[config.mk]
export PLATFORM = sky130hd
export DESIGN_NAME = mahjamma_matrix_scanner
export DESIGN_NICKNAME = d
export VERILOG_FILES = /design/src/rtl/mahjamma_matrix_scanner_pkg.sv /design/src/rtl/mahjamma_sync2.sv /design/src/rtl/mahjamma_matrix_scanner.sv
export SDC_FILE = /design/constraint.sdc
export NUM_CORES = 1
export LEC_CHECK = 0
export ABC_AREA = 1
export CAP_MARGIN = 20
export CORE_ASPECT_RATIO = 1.25
export CORE_UTILIZATION = 25
export DETAILED_ROUTE_END_ITERATION = 10
export PLACE_DENSITY = 0.51
export SLEW_MARGIN = 20
export SYNTH_ARGS = -nofsm -noshare
export SYNTH_HDL_FRONTEND = slang
export SYNTH_SLANG_ARGS = --single-unit
[constraint.sdc]
create_clock -name i_clk -period 3.1 [get_ports i_clk]
set_clock_uncertainty 0.1 [all_clocks]
set_input_delay 0.62 -clock i_clk [delete_from_list [all_inputs] [get_ports i_clk]]
set_output_delay 0.62 -clock i_clk [all_outputs]
set_load 0.005 [all_outputs]
[src/rtl/mahjamma_matrix_scanner_pkg.sv]
`default_nettype none
// +--------------------------------------------------------------------------+
// | mahjamma_matrix_scanner_pkg                                              |
// | Key indices, FSM encoding and row-to-key mapping for the matrix scanner. |
// | Revision: 1.0                                                            |
// +--------------------------------------------------------------------------+
package mahjamma_matrix_scanner_pkg;

  localparam int KEY_START = 19;
  localparam int KEY_A     = 18;
  localparam int KEY_B     = 17;
  localparam int KEY_C     = 16;
  localparam int KEY_D     = 15;
  localparam int KEY_E     = 14;
  localparam int KEY_F     = 13;
  localparam int KEY_G     = 12;
  localparam int KEY_H     = 11;
  localparam int KEY_I     = 10;
  localparam int KEY_J     = 9;
  localparam int KEY_K     = 8;
  localparam int KEY_L     = 7;
  localparam int KEY_M     = 6;
  localparam int KEY_N     = 5;
  localparam int KEY_CHI   = 4;
  localparam int KEY_PON   = 3;
  localparam int KEY_KAN   = 2;
  localparam int KEY_REACH = 1;
  localparam int KEY_RON   = 0;

  localparam int NUM_KEYS    = 20;
  localparam int NUM_SELECTS = 6;
  localparam int NUM_RETURNS = 4;

  // Row index equals the o_select bit driving that matrix line.
  localparam logic [2:0] ROW_M1  = 3'd0;
  localparam logic [2:0] ROW_M3  = 3'd1;
  localparam logic [2:0] ROW_M4  = 3'd2;
  localparam logic [2:0] ROW_M7  = 3'd3;
  localparam logic [2:0] ROW_M8  = 3'd4;
  localparam logic [2:0] ROW_M11 = 3'd5;
  localparam logic [2:0] LAST_ROW = ROW_M11;

  typedef enum logic [1:0] {
    ST_IDLE   = 2'd0,
    ST_DRIVE  = 2'd1,
    ST_GAP    = 2'd2,
    ST_UPDATE = 2'd3
  } scan_state_e;

  // Places one row's active-high returns into its key slots; unwired positions are dropped.
  function automatic logic [NUM_KEYS-1:0] insert_row(input logic [NUM_KEYS-1:0] frame,
                                                     input logic [2:0] row,
                                                     input logic [NUM_RETURNS-1:0] bits);
    logic [NUM_KEYS-1:0] f;
    f = frame;
    case (row)
      ROW_M1:  f[KEY_KAN:KEY_RON] = bits[3:1];
      ROW_M3:  f[KEY_M:KEY_PON]   = bits;
      ROW_M4:  f[KEY_I:KEY_L]     = bits;
      ROW_M7:  f[KEY_E:KEY_H]     = bits;
      ROW_M8:  f[KEY_A:KEY_D]     = bits;
      ROW_M11: f[KEY_START]       = bits[3];
      default: f = frame;
    endcase
    return f;
  endfunction

endpackage
`default_nettype wire

[src/rtl/mahjamma_sync2.sv]
`default_nettype none
// +--------------------------------------------------------------------------+
// | mahjamma_sync2                                                           |
// | Two-flop synchronizer for asynchronous level inputs.                     |
// | Revision: 1.0                                                            |
// +--------------------------------------------------------------------------+
module mahjamma_sync2 #(
  parameter int WIDTH = 1
) (
  input  logic             i_clk,
  input  logic             i_nReset,
  input  logic [WIDTH-1:0] i_d,
  output logic [WIDTH-1:0] o_q
);

  logic [WIDTH-1:0] meta_q;
  logic [WIDTH-1:0] sync_q;

  always_ff @(posedge i_clk or negedge i_nReset) begin
    if (!i_nReset) begin
      meta_q <= '0;
      sync_q <= '0;
    end else begin
      meta_q <= i_d;
      sync_q <= meta_q;
    end
  end

  assign o_q = sync_q;

endmodule
`default_nettype wire

[src/rtl/mahjamma_matrix_scanner.sv]
`default_nettype none
// +--------------------------------------------------------------------------+
// | mahjamma_matrix_scanner                                                  |
// | Scans a 6x4 key matrix, debounces by 2-frame agreement, reports keys.    |
// | Revision: 1.0                                                            |
// +--------------------------------------------------------------------------+
module mahjamma_matrix_scanner
  import mahjamma_matrix_scanner_pkg::*;
#(
  parameter int SETTLE_CYCLES = 16,
  parameter int GAP_CYCLES    = 4
) (
  input  logic                   i_clk,
  input  logic                   i_nReset,
  input  logic                   i_scanEn,
  input  logic                   i_matrixPolarity,
  output logic [NUM_SELECTS-1:0] o_select,
  input  logic [NUM_RETURNS-1:0] i_return,
  output logic [NUM_KEYS-1:0]    o_keys,
  output logic                   o_frame,
  output logic                   o_changed
);

  localparam logic [7:0] SETTLE_LAST = 8'(SETTLE_CYCLES - 1);
  localparam logic [7:0] GAP_LAST    = 8'(GAP_CYCLES - 1);

  logic [NUM_RETURNS-1:0] ret_active;
  logic [NUM_RETURNS-1:0] ret_sync;

  // Polarity is static while scanning, so folding it in ahead of the synchronizer
  // lets the reset value of the sync flops mean "no key pressed".
  assign ret_active = i_return ^ {NUM_RETURNS{~i_matrixPolarity}};

  mahjamma_sync2 #(
    .WIDTH (NUM_RETURNS)
  ) u_sync (
    .i_clk    (i_clk),
    .i_nReset (i_nReset),
    .i_d      (ret_active),
    .o_q      (ret_sync)
  );

  scan_state_e         state_q, state_d;
  logic [2:0]          row_q, row_d;
  logic [7:0]          cnt_q, cnt_d;
  logic [NUM_KEYS-1:0] raw_q, raw_d;
  logic [NUM_KEYS-1:0] prev_q, prev_d;
  logic [NUM_KEYS-1:0] keys_q, keys_d;
  logic                prev_valid_q, prev_valid_d;
  logic                frame_q, frame_d;
  logic                changed_q, changed_d;

  always_ff @(posedge i_clk or negedge i_nReset) begin
    if (!i_nReset) begin
      state_q      <= ST_IDLE;
      row_q        <= '0;
      cnt_q        <= '0;
      raw_q        <= '0;
      prev_q       <= '0;
      keys_q       <= '0;
      prev_valid_q <= 1'b0;
      frame_q      <= 1'b0;
      changed_q    <= 1'b0;
    end else begin
      state_q      <= state_d;
      row_q        <= row_d;
      cnt_q        <= cnt_d;
      raw_q        <= raw_d;
      prev_q       <= prev_d;
      keys_q       <= keys_d;
      prev_valid_q <= prev_valid_d;
      frame_q      <= frame_d;
      changed_q    <= changed_d;
    end
  end

  always_comb begin
    state_d      = state_q;
    row_d        = row_q;
    cnt_d        = cnt_q;
    raw_d        = raw_q;
    prev_d       = prev_q;
    keys_d       = keys_q;
    prev_valid_d = prev_valid_q;
    frame_d      = 1'b0;
    changed_d    = 1'b0;

    case (state_q)
      ST_IDLE: begin
        if (i_scanEn) begin
          state_d = ST_DRIVE;
          row_d   = '0;
          cnt_d   = '0;
        end
      end

      ST_DRIVE: begin
        if (!i_scanEn) begin
          state_d      = ST_IDLE;
          row_d        = '0;
          cnt_d        = '0;
          prev_valid_d = 1'b0;
        end else if (cnt_q == SETTLE_LAST) begin
          raw_d   = insert_row(raw_q, row_q, ret_sync);
          state_d = ST_GAP;
          cnt_d   = '0;
        end else begin
          cnt_d = cnt_q + 8'd1;
        end
      end

      ST_GAP: begin
        if (!i_scanEn) begin
          state_d      = ST_IDLE;
          row_d        = '0;
          cnt_d        = '0;
          prev_valid_d = 1'b0;
        end else if (cnt_q == GAP_LAST) begin
          cnt_d = '0;
          if (row_q == LAST_ROW) begin
            state_d = ST_UPDATE;
          end else begin
            state_d = ST_DRIVE;
            row_d   = row_q + 3'd1;
          end
        end else begin
          cnt_d = cnt_q + 8'd1;
        end
      end

      ST_UPDATE: begin
        // Keys only move when two consecutive complete frames agree.
        if (prev_valid_q && (raw_q == prev_q)) begin
          keys_d = raw_q;
        end
        prev_d       = raw_q;
        prev_valid_d = 1'b1;
        frame_d      = 1'b1;
        changed_d    = (keys_d != keys_q);
        row_d        = '0;
        cnt_d        = '0;
        state_d      = i_scanEn ? ST_DRIVE : ST_IDLE;
      end

      default: begin
        state_d = ST_IDLE;
        row_d   = '0;
        cnt_d   = '0;
      end
    endcase
  end

  always_comb begin
    o_select = {NUM_SELECTS{~i_matrixPolarity}};
    if (state_q == ST_DRIVE) begin
      o_select[row_q] = i_matrixPolarity;
    end
  end

  assign o_keys    = keys_q;
  assign o_frame   = frame_q;
  assign o_changed = changed_q;

endmodule
`default_nettype wire

Word level (Yosys, flattened, before mapping)
Index checks and enable logic that the tools add are counted.

Bits in registers: 84. Output and inout bits: 28. Bits of input ports: 8. Bits in writable memories: 0. Bits in latches: 0. Word-level logic and storage cells: 85. Memories kept: 0. Memory bits (read-only): 0.

Shift-type cells: 0. Muxes and demuxes: 30. Multiply operators: 0. Div/mod/pow operators: 0. Magnitude comparators: 2. Bitwise gates (word level): 2. Add/sub/neg operators: 2. Reductions and logical operators: 15. Eq/ne operators: 18.

Operators with widths (number): two-way mux 20 bit (2); two-way mux 8 bit (5); case mux 8 bit (4 select lines) (1); AND reduction 4 bit (7); equality test 20 bit (1); != test 20 bit (1); two-way mux 3 bit (5); two-way mux 2 bit (6); case mux 3 bit (4 select lines) (1); != test 3 bit (second input constant) (3); adder 8 x 1 -> 8 bit (second input constant) (1); equality test 8 x 2 -> 1 bit (second input constant) (1); equality test 8 x 4 -> 1 bit (second input constant) (1); case mux 2 bit (4 select lines) (1); bitwise mux 6 bit (1); equality test 3 x 2 -> 1 bit (second input constant) (2); equality test 3 bit (second input constant) (2); two-way mux 6 bit (1); != test 2 bit (second input constant) (3); two-way mux 1 bit (5); equality test 2 bit (second input constant) (2); less-than comparator 3 x 4 -> 1 bit (second input constant) (1); XOR 4 bit (1); adder 3 x 1 -> 3 bit (second input constant) (1); 13 further kinds (14).

Depth between registers and ports, before layout
Gate-level depths: netlist (run 1).

Depth after elaboration: 6. Depth in mapped cells: 15.

By module
Synthesis (run 1) repeated with hierarchy kept, for this count alone.

Cell total of the unflattened synthesis: 529. Area total of the unflattened synthesis: 4281.6 µm².

By module, submodules not included: mahjamma_matrix_scanner (area each 4081.4 µm², cells each 521, instances 1); mahjamma_sync2 (area each 200.2 µm², cells each 8, instances 1).

Worst setup path before layout (run 1)
Ideal clock, no wire load.

Path type: input port to output port. Start point: input i_matrixPolarity. End point: output o_select[0]. Stages: 4. Data required time: 2380 ps. Buffers on the path: 1. Arrival time: 1380 ps. Path slack: 1000 ps. Path through: clkbuf_1 -> clkinv_1 -> xor2_1 -> inv_1.

Word-level cells in the longest chain between the ends: 3.

Ends and longest elaborated chain: start, declared (RTL line mahjamma_matrix_scanner.sv:16) `input logic i_matrixPolarity,`; inverter 1 bit (RTL line mahjamma_matrix_scanner.sv:154) `o_select = {NUM_SELECTS{~i_matrixPolarity}};`; bitwise mux 6 bit (RTL line mahjamma_matrix_scanner.sv:156) `o_select[row_q] = i_matrixPolarity;`; two-way mux 6 bit * (RTL line mahjamma_matrix_scanner.sv:155) `if (state_q == ST_DRIVE) begin`; end, declared (RTL line mahjamma_matrix_scanner.sv:17) `output logic [NUM_SELECTS-1:0] o_select,`.

Every way passes the cells marked *; elsewhere a longest branch is shown, timed or not.

Worst setup path after layout (run 1)
Start point: register state_q[1]. End point: output o_select[4].

Word-level cells in the longest chain between the ends: 2.

Ends and longest elaborated chain: start, declared (RTL line mahjamma_matrix_scanner.sv:43) `scan_state_e state_q, state_d;`; start signal, assigned (RTL line mahjamma_matrix_scanner.sv:65) `state_q <= state_d;`; equality test 2 x 1 -> 1 bit (RTL line mahjamma_matrix_scanner.sv:155); two-way mux 6 bit (RTL line mahjamma_matrix_scanner.sv:155).

No other way between the ends.

==> metrics.log, run 1 <==
INFO  metric run_status = finished clean
INFO  metric required = approximately 2.4 ns
INFO  metric post-route-cell-area = 0.00524 sq mm
INFO  metric maxCapViolations = 0
INFO  metric layout_worst_path_cycle_share = 93.5%
INFO  metric timing_worst_setup_path_type = reg -> out
INFO  metric critical_path.n_buffers_inverters = 4
INFO  metric cts_tree = yes
INFO  metric relSlewSlack = between 50 and 60%
INFO  metric rsz0062_at_grt = no
INFO  metric wire_per_inst = 12.6 um
INFO  metric final_net_count = a little under 600
INFO  metric synth.ff_latch_count = 84
INFO  metric io_buffer_count = 35
INFO  metric place.detailed.hpwl = 7480 um
INFO  metric number_of_buffers_added_by_the_clock_tree_synthesis_step = 9
INFO  metric path_max_fanout = 5
INFO  metric grt.total_usage = between 10 and 15%
INFO  metric synth_flop_cell = sky130_fd_sc_hd__dfrtp_1
INFO  metric timing_worst_slew_pin_value = approximately 0.66 ns
INFO  metric cts.sink_count = 84
INFO  metric count_of_endpoints_failing_setup_in_the_final_report = 0
INFO  metric synth_mux_area_share = ~3.1%
INFO  metric cts.clk_slew.worst_paths = roughly 0.060 ns
INFO  metric yosysTopAreaCell = sky130_fd_sc_hd__dfrtp_1
INFO  metric synth.lib_cells_used.distinct = 34
INFO  metric top_post_synthesis_cells_by_area = sky130_fd_sc_hd__dfrtp_1 49%, sky130_fd_sc_hd__nand2_1 12%, sky130_fd_sc_hd__o21ai_0 6.3%
INFO  metric cts.htree.levels = 3
INFO  metric cts_repair_resize_count = 0
INFO  metric switching_portion_of_total_power = 28.6%
INFO  metric wire_length_of_the_first_global_routing_pass = about 17000 um
INFO  metric placement_rows = 53
INFO  metric p_clk_share = about two fifths
INFO  metric final_antenna_net_count = 0
INFO  metric total_leakage_power = 2.43 nW
INFO  metric synth_commonest_cells = 133 x sky130_fd_sc_hd__nand2_1, 84 x sky130_fd_sc_hd__dfrtp_1, 61 x sky130_fd_sc_hd__inv_1, 54 x sky130_fd_sc_hd__o21ai_0, 51 x sky130_fd_sc_hd__nor2_1
INFO  metric drive_above_1_share = under 10%
INFO  metric postCtsSetupBuffers = 0
INFO  metric syn_area = between 0.004 and 0.005 sq mm
INFO  metric hold_path_class = in -> async
INFO  metric slowest_cell_on_crit_path = sky130_fd_sc_hd__clkdlybuf4s50_1
INFO  metric register_to_register_setup_slack = 0.77 ns
INFO  metric combinational_family_with_the_most_area_after_synthesis = simple AND/OR/NAND/NOR gates
INFO  metric synth.net_count = between 500 and 600
INFO  metric synth_top_cell_area_share = roughly half
INFO  metric path_delay_family = buffers and inverters
INFO  metric number_of_synthesized_flops_with_an_enable_pin = 0
INFO  metric net-switching-power = slightly above 0.0008 W
INFO  metric dp_worst_setup_slack = around 0.24 ns
INFO  metric synth_xor_xnor_area_share = around 3.0%
INFO  metric tns = 0 ns
INFO  metric synth_simple_gate_area_share = 24.4%
INFO  metric internal-power = around 0.002 W
INFO  metric synth-compound-area-share = under 10%
INFO  metric grt_remaining_overflow = 0
INFO  metric clock_tree.root_cell = sky130_fd_sc_hd__clkbuf_16
INFO  metric initial_utilization = 25.6%
INFO  metric crit_path_max_incr_delay = around 0.5 ns
INFO  metric postSynth.asyncResetShare = between 90% and 100%
INFO  metric clkLatencyLatePin = around 0.34 ns
INFO  metric largest_net_degree_at_the_start_of_global_routing = 50
INFO  metric post-synth-top-count-cell = sky130_fd_sc_hd__nand2_1
INFO  metric detail_route.first_pass.iterations = 4
INFO  metric die_y_extent = 149 um
INFO  metric final_routed_wirelength = about 10000 um
INFO  metric setup_ws = 0.203 ns
INFO  metric syn_inst = between 500 and 600
INFO  metric areaGrowthSynthToFinish = 21.7%
INFO  metric ys_warn_count = 0
INFO  metric postLayoutCoreUtil = between 30% and 40%
INFO  metric routed-via-count = around 3400
INFO  metric synth_fa_ha_area_share = a little under 3%
INFO  metric drt_first_iter_violations = about 210
INFO  metric drt-vias-per-instance = approximately 4.3
INFO  metric type_of_origin_of_the_critical_path = flip-flop
INFO  metric num_antenna_cells = 0
INFO  metric timing.critical_path.to_type = primary output
INFO  metric vdd_ir_drop_max = roughly 0.00025 V
INFO  metric finalCriticalPeriod = 2.90 ns
INFO  metric power.density = ~550 mW/mm^2
INFO  metric detailed_place.area = 0.00492 sq mm
INFO  metric coreArea = approximately 0.017 sq mm
INFO  metric worst_path_most_repeated_cell = sky130_fd_sc_hd__inv_1
INFO  metric floorplan.die_area = around 0.018 sq mm
INFO  metric drc_errors = 0
INFO  metric final_hold_vios = 0
INFO  metric number_of_global_route_vias_before_repair = about 3300
INFO  metric p_comb_share = 17.9%
INFO  metric share_seq_of_total_power = 41.6%
INFO  metric mean_area_per_synthesized_cell = ~8.2 sq um
INFO  metric clk_path_buf_depth = 2
INFO  metric fmax = between 300 and 400 MHz
INFO  metric hold_buffers = 0
INFO  metric drv_slew = 0
INFO  metric yosysSeqAreaShare = between 40% and 50%
INFO  metric die-width = around 120 um
INFO  metric worstPathArrival = 2.18 ns
INFO  metric grt_antenna_before_repair = 0
INFO  metric ios = 36
INFO  metric crit_path_cell_trace = inv_1, ha_1, inv_1, nor2_1, nand2_1, xor2_1, inv_1, clkdlybuf4s50_1
INFO  metric place_congestion = between 0.8 and 0.9
path summary, 6_finish.rpt:
check / end / startpoint / depth (start not counted)
hold / removal: o_keys[5] / i_nReset / 1
setup / recovery: o_select[4] / state_q[1] / 8
min in group i_clk: u_sync.o_q[2] / u_sync.meta_q[2] / 0
setup reg to reg: o_keys[1] / raw_q[11] / 8
hold reg to reg: u_sync.o_q[2] / u_sync.meta_q[2] / 0
max in group asynchronous: o_frame / i_nReset / 2
area by class of cell:
type,count,area [sq um]
multi-input cells,354,1870
repair buffers,38,383
inverters,77,292
clock inverters,4,72.6
well taps,220,275
flip-flops and latches,84,2100
clock buffers,12,246
fillers,1827,11600
cells in the final DEF (no fill, tap or decap), types with 6 or more instances in the layout:
master and count:
sky130_fd_sc_hd__inv_2 14, sky130_fd_sc_hd__xor2_1 9, sky130_fd_sc_hd__nor3_1 9, sky130_fd_sc_hd__inv_1 61, sky130_fd_sc_hd__a21oi_1 11, sky130_fd_sc_hd__xnor2_1 6
sky130_fd_sc_hd__mux2_2 8, sky130_fd_sc_hd__o21ai_1 6, sky130_fd_sc_hd__clkbuf_16 9, sky130_fd_sc_hd__nand3_1 18, sky130_fd_sc_hd__nand4_1 13, sky130_fd_sc_hd__clkdlybuf4s50_1 34
sky130_fd_sc_hd__o21ai_0 54, sky130_fd_sc_hd__dfrtp_1 84, sky130_fd_sc_hd__nor2_1 51, sky130_fd_sc_hd__nand2_1 133, sky130_fd_sc_hd__ha_1 10
registers in the layout, summed over array words and instances (netlist names):
name and flops:
cnt_q 8, o_changed 1, o_frame 1, o_keys 20
prev_q 20, prev_valid_q 1, raw_q 20, row_q 3
state_q 2, u_sync.meta_q 4, u_sync.o_q 4
routing by layer:
metal / track usage, % / wire length, um / up-vias
met5: 0 / 0 / -
li1: - / - / 1758
met2: 20.5 / 4830 / 69
met4: 4.56 / 205 / 0
met3: 2.98 / 404 / 12
met1: 15.0 / 4540 / 1577
worst reg2reg max path: stages, from the launching register on:
cell and delay [ns]:
sky130_fd_sc_hd__dfrtp_1 0.44, sky130_fd_sc_hd__inv_1 0.12, sky130_fd_sc_hd__nand2_1 0.06, sky130_fd_sc_hd__nand2_1 0.06, sky130_fd_sc_hd__nand3_1 0.17, sky130_fd_sc_hd__nor2_8 0.24, sky130_fd_sc_hd__nand3_4 0.22, sky130_fd_sc_hd__nor2_8 0.40
sky130_fd_sc_hd__mux2_2 0.39
power by group through the flow:
stage          clock network [W]  registers [W]  logic (W)
2_1_floorplan                  0        0.00120   0.000350
3_3_place_gp                   0        0.00121   0.000506
3_5_place_dp                   0        0.00121   0.000521
4_1_cts                  0.00119        0.00119   0.000523
5_1_grt                  0.00124        0.00120   0.000584
6_report                 0.00116        0.00119   0.000515
logic make-up (layout without fill, tap and decap cells):
| group | Yosys count | count (layout) |
|---|---|---|
| simple gates | 236 | 236 |
| xor+xnor | 15 | 15 |
| buf+inv | 85 | 131 |
| fa+ha+maj | 10 | 10 |
| flops | 84 | 84 |
| mux | 12 | 12 |
| compound gates | 81 | 81 |
stage by stage:
step | cells | hold slack (ns) | total power, W
global placement | 773 | 0.239 | 0.00172
floorplan | 523 | 0.224 | 0.00155
finish | 789 | 0.218 | 0.00287
global route | 789 | 0.253 | 0.00302
CTS | 789 | 0.242 | 0.00291
detailed placement | 773 | 0.235 | 0.00174
Note: power is estimated with default switching activity, not from simulation.
==> run 2, diff against run 1 <==
- SLEW_MARGIN: 20 -> not set
==> results of run 2 <==
Same layout as run 1: the final DEF is identical, and so are final timing and power.
==> run 3, diff against run 2 <==
- MAX_ROUTING_LAYER: not set -> met4
==> run 3 against run 2 <==
Effect of this change: worst hold slack worse by 0.0016 ns; global-route usage rose by 0.36 points; die area unchanged; combinational power hardly changed; highest routed layer unchanged; design area did not move; first-iteration DRC count fell by 0.95%; clock power barely moved; routed wire length increased by 0.20%; fmax decreased by 0.61%; count of clock-buffer cells in the layout stayed put; sequential share of layout area unchanged.
==> metrics.log, run 3 (synthesis gave the netlist of run 1 again) <==
INFO  metric hold_buffers = 0 (unchanged)
INFO  metric path_delay_family = buffers and inverters
INFO  metric cts_repair_resize_count = 0 (unchanged)
INFO  metric timing.rr.start = raw_q[14]
INFO  metric type_of_origin_of_the_critical_path = flip-flop
INFO  metric net-switching-power = 0.000824 W (+0.12%)
INFO  metric p_clk_share = 40.5% (about the same)
INFO  metric total_power = 0.00287 W (about the same)
INFO  metric critical_path.reg2reg.endpoint = o_keys[1]
INFO  metric clock_tree.root_cell = sky130_fd_sc_hd__clkbuf_16
INFO  metric io_buffer_count = 35 (unchanged)
INFO  metric final_antenna_net_count = 0 (unchanged)
INFO  metric path_max_fanout = 5 (unchanged)
INFO  metric timing.critical_path.to_type = primary output
INFO  metric power.density = 548 mW/mm^2 (about the same)
INFO  metric fmax = 343 MHz (-0.61%)
INFO  metric cts.sink_count = 84 (unchanged)
INFO  metric drc_errors = 0 (unchanged)
INFO  metric slowest_cell_on_crit_path = sky130_fd_sc_hd__clkdlybuf4s50_1
INFO  metric final_net_count = 582 (unchanged)
INFO  metric grt.total_usage = 12.5% (+0.36 points)
INFO  metric wire_per_inst = 12.7 um (+0.20%)
INFO  metric dp_worst_setup_slack = 0.243 ns (unchanged)
INFO  metric largest_net_degree_at_the_start_of_global_routing = 50 (unchanged)
INFO  metric detailed_place.area = 0.00492 sq mm (unchanged)
INFO  metric worstPathArrival = 2.19 ns (about the same)
INFO  metric timing_worst_setup_path_type = reg -> out
INFO  metric r2r.worst_path.cells = 9 (+1)
INFO  metric maxCapViolations = 0 (unchanged)
INFO  metric final_hold_vios = 0 (unchanged)
INFO  metric areaGrowthSynthToFinish = 21.7% (unchanged)
INFO  metric internal-power = 0.00205 W (about the same)
INFO  metric number_of_global_route_vias_before_repair = 3347 (+0.21%)
INFO  metric grt_remaining_overflow = 0 (unchanged)
INFO  metric cts.clk_slew.worst_paths = 0.06 ns (about the same)
INFO  metric wire_length_of_the_first_global_routing_pass = 16800 um (-0.17%)
INFO  metric die-width = 119 um (unchanged)
INFO  metric final_routed_wirelength = 10000 um (+0.20%)
INFO  metric share_seq_of_total_power = 41.6% (about the same)
INFO  metric coreArea = 0.0168 sq mm (unchanged)
INFO  metric ios = 36 (unchanged)
INFO  metric initial_utilization = 25.6% (unchanged)
INFO  metric detail_route.first_pass.iterations = 4 (unchanged)
INFO  metric fillerInstances = 1827 (unchanged)
INFO  metric place.detailed.hpwl = 7480 um (unchanged)
INFO  metric crit_path_cell_trace = inv_1, ha_1, inv_1, nor2_1, nand2_1, xor2_1, inv_1, clkdlybuf4s50_1
INFO  metric hold_path_class = in -> async
INFO  metric clkLatencyLatePin = 0.34 ns (about the same)
INFO  metric run_status = finished clean
INFO  metric critical_path_cell_count = 8 (unchanged)
INFO  metric place_congestion = 0.813 (+1.4%)
INFO  metric num_antenna_cells = 0 (unchanged)
INFO  metric finalCriticalPeriod = 2.91 ns (+0.0179 ns)
INFO  metric number_of_buffers_added_by_the_clock_tree_synthesis_step = 9 (unchanged)
INFO  metric vdd_ir_drop_max = 0.000245 V (about the same)
INFO  metric relSlewSlack = 56.2% (about the same)
INFO  metric drv_slew = 0 (unchanged)
INFO  metric multi_input_area = 0.00187 sq mm (unchanged)
INFO  metric cts.htree.levels = 3 (unchanged)
INFO  metric post-route-cell-area = 0.00524 sq mm (unchanged)
INFO  metric tns = 0 ns (unchanged)
INFO  metric die_y_extent = 149 um (unchanged)
INFO  metric rsz0062_at_grt = no
INFO  metric floorplan.die_area = 0.0178 sq mm (unchanged)
INFO  metric sequential_cell_area = 0.00210 sq mm (unchanged)
INFO  metric total_leakage_power = 2.43 nW (unchanged)
INFO  metric count_of_endpoints_failing_setup_in_the_final_report = 0 (unchanged)
INFO  metric clk_path_buf_depth = 2 (unchanged)
INFO  metric critical_path.n_buffers_inverters = 4 (unchanged)
INFO  metric drive_above_1_share = 9.49% (unchanged)
INFO  metric required = 2.38 ns (about the same)
INFO  metric drt_first_iter_violations = 209 (-0.95%)
INFO  metric finalHoldWorstSlack = 0.216 ns (-0.00159 ns)
INFO  metric cts_tree = yes
INFO  metric routed-via-count = 3404 (-0.35%)
INFO  metric layout_common_cells = 133 x sky130_fd_sc_hd__nand2_1, 84 x sky130_fd_sc_hd__dfrtp_1, 61 x sky130_fd_sc_hd__inv_1
INFO  metric postCtsSetupBuffers = 0 (unchanged)
INFO  metric placement_rows = 53 (unchanged)
INFO  metric grt_antenna_before_repair = 0 (unchanged)
INFO  metric layout.cells.most_common = sky130_fd_sc_hd__nand2_1
INFO  metric worst_path_most_repeated_cell = sky130_fd_sc_hd__inv_1
INFO  metric timing_worst_slew_pin_value = 0.657 ns (-0.000727 ns)
INFO  metric p_comb_share = 17.9% (about the same)
INFO  metric crit_path_max_incr_delay = 0.51 ns (about the same)
INFO  metric switching_portion_of_total_power = 28.7% (about the same)
INFO  metric setup_ws = 0.185 ns (-0.0179 ns)
INFO  metric register_to_register_setup_slack = 0.77 ns (about the same)
INFO  metric layout_worst_path_cycle_share = 94.0% (+0.58 points)
INFO  metric drt-vias-per-instance = 4.31 (-0.35%)
[run 3: area by class of cell]
cell class | count | share of cell area, %
sequential | 84 | 40.1
multi-input combinational | 354 | 35.7
timing repair buffer | 38 | 7.30
inverter | 77 | 5.56
tap | 220 | 5.25
clock buffer | 12 | 4.70
clock inverter | 4 | 1.38
[run 3: how the worst max path moves through the flow]
stage / from / to / slack, ns
final: state_q[1] / o_select[4] / 0.19
after global routing: state_q[1] / o_select[0] / 0.04
after CTS: state_q[1] / o_select[2] / 0.18
after detailed placement: i_matrixPolarity / o_select[4] / 0.24
after global placement: i_matrixPolarity / o_select[3] / 0.31
after floorplan: i_matrixPolarity / o_select[0] / 1.00
[run 3: stage by stage]
stage,instances,util (%)
after floorplan,523,-
after global placement,773,29.2
after detailed placement,773,29.2
after CTS,789,31.1
after global routing,789,31.1
final,789,31.1
[run 3: metal layers]
layer	share of wire, %	track usage, %
met5	0	-
met1	46	15.0
met3	4.6	2.91
met4	1.9	4.75
met2	48	20.5
[run 3: power groups by stage]
stage | Combinational [W] | Sequential, W | Clock, W
after global routing | 0.000584 | 0.00120 | 0.00124
after floorplan | 0.000350 | 0.00120 | 0
after CTS | 0.000523 | 0.00119 | 0.00119
final | 0.000516 | 0.00119 | 0.00116
after global placement | 0.000506 | 0.00121 | 0
after detailed placement | 0.000521 | 0.00121 | 0
[run 3: worst reg2reg max path, delay by kind of cell (launching register included)]
family | cells | cell delay, ns
buf+inv | 1 | 0.08
flops | 1 | 0.43
mux | 1 | 0.39
simple gates | 7 | 1.22
